[config.mk]
export PLATFORM = sky130hd
export DESIGN_NAME = dp_issue_seq
export DESIGN_NICKNAME = d
export VERILOG_FILES = /design/src/rtl/dp_issue_seq.sv
export SDC_FILE = /design/constraint.sdc
export NUM_CORES = 1
export LEC_CHECK = 0
export BUFFER_PORTS_ARGS = -buffer_cell sky130_fd_sc_hd__buf_2
export CAP_MARGIN = 20
export CORE_MARGIN = 2
export CORE_UTILIZATION = 45
export DETAILED_ROUTE_END_ITERATION = 10
export GPL_TIMING_DRIVEN = 0
export PLACE_DENSITY = 0.69
export REMOVE_ABC_BUFFERS = 1
export SLEW_MARGIN = 25
export SYNTH_ARGS = -nofsm -noshare
export SYNTH_HDL_FRONTEND = slang
export SYNTH_SLANG_ARGS = --single-unit
[constraint.sdc]
create_clock -name clk -period 3 [get_ports clk]
set_input_delay 0.6 -clock clk [delete_from_list [all_inputs] [get_ports clk]]
set_output_delay 0.6 -clock clk [all_outputs]
set_load 0.05 [all_outputs]
[src/rtl/dp_issue_seq.sv]
// Datapath issue sequencer: buffers 36-bit instructions in a FIFO and expands each into rpt+1 issues; pop-to-issue one cycle after accept.
// Backpressure: in_ready = !full (FIFO count only); pause inserts bubbles. DP_ISSUE_SEQ_STATS_EN adds a saturating issue_count port.
module dp_issue_seq #(
  parameter int FIFO_DEPTH = 4,
  parameter int ZERO_R0    = 1
) (
  input  logic        clk,
  input  logic        rst,
  input  logic        in_valid,
  output logic        in_ready,
  input  logic [35:0] in_instr,
  input  logic        pause,
  output logic [2:0]  op,
  output logic        form,
  output logic [1:0]  vec,
  output logic [3:0]  A,
  output logic [3:0]  B,
  output logic [3:0]  C,
  output logic [3:0]  D,
  output logic [3:0]  Y1,
  output logic [3:0]  Y2,
  output logic [3:0]  zero_reg,
  output logic [1:0]  write,
  output logic        busy,
  output logic        seq_done
`ifdef DP_ISSUE_SEQ_STATS_EN
  ,
  output logic [15:0] issue_count
`endif
);

  localparam int AW = $clog2(FIFO_DEPTH);

  typedef struct packed {
    logic [3:0] rpt;
    logic [1:0] write;
    logic [3:0] y2;
    logic [3:0] y1;
    logic [3:0] d;
    logic [3:0] c;
    logic [3:0] b;
    logic [3:0] a;
    logic [1:0] vec;
    logic       form;
    logic [2:0] op;
  } instr_t;

  typedef enum logic {S_IDLE, S_REPEAT} state_t;

  // Instruction FIFO
  instr_t        mem [FIFO_DEPTH];
  logic [AW-1:0] wr_ptr, rd_ptr;
  logic [AW:0]   fill, fill_nxt;
  logic          push, pop, fifo_vld;
  instr_t        head;

  assign in_ready = !fill[AW];
  assign fifo_vld = (fill != '0);
  assign push     = in_valid && in_ready;
  assign head     = mem[rd_ptr];

  always_comb begin
    fill_nxt = fill;
    if (push && !pop)
      fill_nxt = fill + (AW+1)'(1);
    else if (pop && !push)
      fill_nxt = fill - (AW+1)'(1);
  end

  always_ff @(posedge clk) begin
    if (push)
      mem[wr_ptr] <= in_instr;
  end

  // Issue stage; iss.rpt doubles as the remaining-repeat counter
  state_t     state, state_nxt;
  instr_t     iss, iss_nxt;
  logic [1:0] write_nxt;
  logic [3:0] zero_nxt;
  logic       seq_done_nxt, busy_nxt, issue;

  always_comb begin
    state_nxt    = state;
    iss_nxt      = iss;
    write_nxt    = 2'b00;
    seq_done_nxt = 1'b0;
    pop          = 1'b0;
    issue        = 1'b0;
    case (state)
      S_IDLE: begin
        if (!pause && fifo_vld) begin
          pop          = 1'b1;
          issue        = 1'b1;
          iss_nxt      = head;
          seq_done_nxt = (head.rpt == 4'd0);
          if (head.rpt != 4'd0)
            state_nxt = S_REPEAT;
        end
      end
      S_REPEAT: begin
        if (!pause) begin
          issue        = 1'b1;
          iss_nxt.a    = iss.a + 4'd1;
          iss_nxt.b    = iss.b + 4'd1;
          iss_nxt.c    = iss.c + 4'd1;
          iss_nxt.d    = iss.d + 4'd1;
          iss_nxt.y1   = iss.y1 + 4'd1;
          iss_nxt.y2   = iss.y2 + 4'd1;
          iss_nxt.rpt  = iss.rpt - 4'd1;
          seq_done_nxt = (iss.rpt == 4'd1);
          if (iss.rpt == 4'd1)
            state_nxt = S_IDLE;
        end
      end
      default: state_nxt = S_IDLE;
    endcase
    if (issue)
      write_nxt = iss_nxt.write;
    zero_nxt = (ZERO_R0 != 0) ? {iss_nxt.d == 4'd0, iss_nxt.c == 4'd0,
                                 iss_nxt.b == 4'd0, iss_nxt.a == 4'd0} : 4'b0000;
    busy_nxt = (fill_nxt != '0) || (state_nxt == S_REPEAT);
  end

  always_ff @(posedge clk) begin
    if (rst) begin
      state    <= S_IDLE;
      iss      <= '0;
      write    <= 2'b00;
      zero_reg <= 4'b0000;
      seq_done <= 1'b0;
      busy     <= 1'b0;
      fill     <= '0;
      wr_ptr   <= '0;
      rd_ptr   <= '0;
    end else begin
      state    <= state_nxt;
      iss      <= iss_nxt;
      write    <= write_nxt;
      seq_done <= seq_done_nxt;
      busy     <= busy_nxt;
      fill     <= fill_nxt;
      if (issue)
        zero_reg <= zero_nxt;
      if (push)
        wr_ptr <= wr_ptr + AW'(1);
      if (pop)
        rd_ptr <= rd_ptr + AW'(1);
    end
  end

  assign op   = iss.op;
  assign form = iss.form;
  assign vec  = iss.vec;
  assign A    = iss.a;
  assign B    = iss.b;
  assign C    = iss.c;
  assign D    = iss.d;
  assign Y1   = iss.y1;
  assign Y2   = iss.y2;

`ifdef DP_ISSUE_SEQ_STATS_EN
  always_ff @(posedge clk) begin
    if (rst)
      issue_count <= 16'd0;
    else if (issue && issue_count != 16'hFFFF)
      issue_count <= issue_count + 16'd1;
  end
`endif

endmodule

==> metrics.txt <==
post-synthesis mux area share=0.09952; GRT Total Usage=0.1818; number of flip-flops in the largest register=144; Clock Tree Root=clkbuf_16; synthesized cell area=8147 um^2; #FFs+latches synth=198; Max-Cap Viols=0; top cell type's share of synthesized area=0.5308; I/O Buffers=78; fmax=366.0 MHz; adder-cell share of the synthesized area=0.02304; design area=9120 um^2; CP endpoint=zero_reg[3]$_SDFFE_PP0N_; Setup Buffers After CTS=0; Final #Nets=641; I/O pin count=79; Compound-Gate Fraction of Synth Area=0.07080; register area=roughly 5400 um^2; crit path max fanout=21; Layout area overhead=11.95%; post-synthesis simple-gate area fraction=0.08800; CTS tree=built; die height=138.6 um; HP Class=input pin to flip-flop; vias in the first global route=4842; yosys warns=0; Unique masters post-synth=56; RSZ-0062 raised after global routing=false; Worst EP required=3.33 ns; number of optimization iterations in the first detailed-route pass=8; PD cells=863.6 nW/um^2; vias post-DR=4663; RR Endpoint=zero_reg[3]$_SDFFE_PP0N_; GP Congestion=0.8137; row count=between 40 and 50; status=finished, final reports clean; LEAKAGE=3.144 nW; crit path launch type=flip-flop; setup TNS=0 ns; relative slew slack=0.3807; Synth Area in XOR/XNOR=0.004300; largest net degree at the start of global routing=52; combinational family with the most area after synthesis=multiplexers; Worst R2R Path Depth=8; Post-DP Area=between 8000 and 9000 um^2; flop2flop setup slack=0.27 ns; sequential area share after synthesis=0.6635; layout cells sized above 1=0.2805; final clock skew=0.008584 ns; Clock Sinks=198; Largest Register=mem; top cells by area, synth=edfxtp_1 53%, dfxtp_1 13%, mux4_2 10%; Final HPWL DP=10280 um; PostCTS Resize Cnt=0; critical path launch point=fill[0]$_SDFF_PP0_; worst hold path cell count=1; crit path DAT=just over 3 ns; aggregate global routing overflow=0; Iter 0 DRT Violations=between 200 and 300; min Tclk post-route=2.732 ns; CP Class=flip-flop to flip-flop; starting density of the core=0.4566; Core Footprint=between 15000 and 20000 um^2; Max IR drop VDD=between 0.0005 and 0.0006 V; vias per cell=5.632; initial antenna violation count=0; wire length of the first global-routing pass=26670 um; Bufs on Longest Clock Path=2; TritonCTS buffer count=17; area leader, netlist=edfxtp_1; endpoints failing hold=0; fillers=1451; Clk pin slew, worst setup/hold paths=0.07 ns; Post-DRT Antenna Nets=0; Hold Buf Count CTS=0; WL/cell=20.34 um; final period utilization=0.9108; # diodes=0; Routed WL=16840 um; final setup fails=0; Multi-input gate area=2347 um^2; syn avg cell area=15.06 um^2; DRC viols=0; Slew Viols, Final=0; endpoint class of the critical path=flip-flop; largest registers=mem (144), iss (6); Die X=138.6 um; H-tree Lvls=4; Syn Inst Count=541; Die ar.=approximately 19000 um^2; Least-Margin Pin Slew=0.9271 ns; worst-skew pair later-pin latency=0.43 ns; r2r startpoint=fill[0]$_SDFF_PP0_
-- area by class of cell --
cell class              instances  area share
clock buffers                  22     0.05200
clock inverters                10    0.007820
inverters                      10    0.004116
multi-input cells             277      0.2574
flip-flops and latches        198      0.5932
well taps                     229     0.03142
repair buffers                 82     0.05405
-- cells in the mapped netlist (all sizes together) --
| cell type | count |
|---|---|
| a2111oi | 3 |
| a211oi | 5 |
| a21oi | 24 |
| a22o | 1 |
| a22oi | 5 |
| a2bb2oi | 2 |
| a311oi | 1 |
| a31oi | 4 |
| a32o | 1 |
| and2 | 6 |
| and2b | 1 |
| and3 | 1 |
| buf | 47 |
| clkbuf | 9 |
| dfxtp | 54 |
| edfxtp | 144 |
| ha | 15 |
| inv | 10 |
| mux4 | 36 |
| nand2 | 38 |
| nand2b | 6 |
| nand3 | 4 |
| nand3b | 9 |
| nand4 | 4 |
| nor2 | 42 |
| nor2b | 6 |
| nor3 | 7 |
| nor3b | 2 |
| nor4 | 3 |
| nor4b | 3 |
| nor4bb | 1 |
| o2111ai | 1 |
| o211ai | 5 |
| o21ai | 14 |
| o21bai | 1 |
| o221ai | 6 |
| o2bb2ai | 4 |
| o31ai | 3 |
| o41ai | 1 |
| or2 | 3 |
| or3 | 4 |
| or3b | 1 |
| xnor2 | 2 |
| xor2 | 2 |
-- where the power goes --
group	switching (mW)	leakage (nW)	internal (mW)
logic	1.43	1.12	0.811
clock network	0.955	0.261	1.13
registers	0.263	1.76	3.29
total	2.65	3.14	5.23
-- per-layer routing --
layer	wire length, um	part of all wire	vias to the layer above	track usage
li1	-	-	2131	-
met1	6805	0.40	2359	0.2213
met2	8781	0.52	147	0.3194
met3	969	0.058	26	0.04627
met4	284	0.017	0	0.05747
met5	0	0	-	0
-- worst max-delay path, stage by stage (launching register included) --
cell and delay [ns]:
dfxtp_1 0.33, inv_1 0.11, ha_1 0.30, nor2b_1 0.78
a21oi_4 0.27, buf_16 0.24, o21ai_1 0.19, a21oi_1 0.10
o41ai_2 0.30
-- per-stage QoR --
stage          hold WS (ns)  setup slack [ns]  utilization  power (mW)  cells
2_1_floorplan        0.4267          -0.01449            -       5.142    485
5_1_grt              0.3729           0.02293       0.5112       8.245    828
3_3_place_gp         0.4428           -0.8271       0.4735       5.702    792
3_5_place_dp         0.4496           0.03235       0.4795       5.858    795
4_1_cts              0.3704            0.2550       0.5101       7.928    827
6_report             0.3847            0.2677       0.5112       7.876    828
-- kinds of logic (layout without fill, tap and decap cells) --
group / after synthesis / count (layout)
flops: 198 / 198
simple gates: 141 / 141
compound gates: 81 / 81
buf+inv: 66 / 124
mux: 36 / 36
fa+ha+maj: 15 / 15
xor+xnor: 4 / 4
-- cells in the final DEF (no fill, tap or decap), types with 6 or more instances in the layout --
master | netlist | layout
mux4_2 | 36 | 36
nand2_1 | 38 | 38
nand3b_1 | 7 | 7
buf_2 | 10 | 78
inv_1 | 9 | 9
clkbuf_16 | 0 | 17
dfxtp_1 | 54 | 52
nor2_1 | 41 | 41
o21ai_0 | 10 | 10
a21oi_1 | 23 | 23
nor3_1 | 6 | 6
nor2b_1 | 6 | 6
edfxtp_1 | 144 | 144
ha_1 | 15 | 15
-- how the worst min path moves through the flow --
stage,from,end,slack (ns)
after floorplan,iss[30]$_SDFF_PP0_,iss[30]$_SDFF_PP0_,0.43
after global placement,zero_reg[0]$_SDFFE_PP0N_,zero_reg[0]$_SDFFE_PP0N_,0.44
after detailed placement,iss[30]$_SDFF_PP0_,iss[30]$_SDFF_PP0_,0.45
after CTS,in_instr[3],mem[2][3]$_DFFE_PP_,0.37
after global routing,in_instr[29],mem[2][29]$_DFFE_PP_,0.37
final,in_instr[5],mem[1][5]$_DFFE_PP_,0.38
Note: power is estimated with default switching activity, not from simulation.
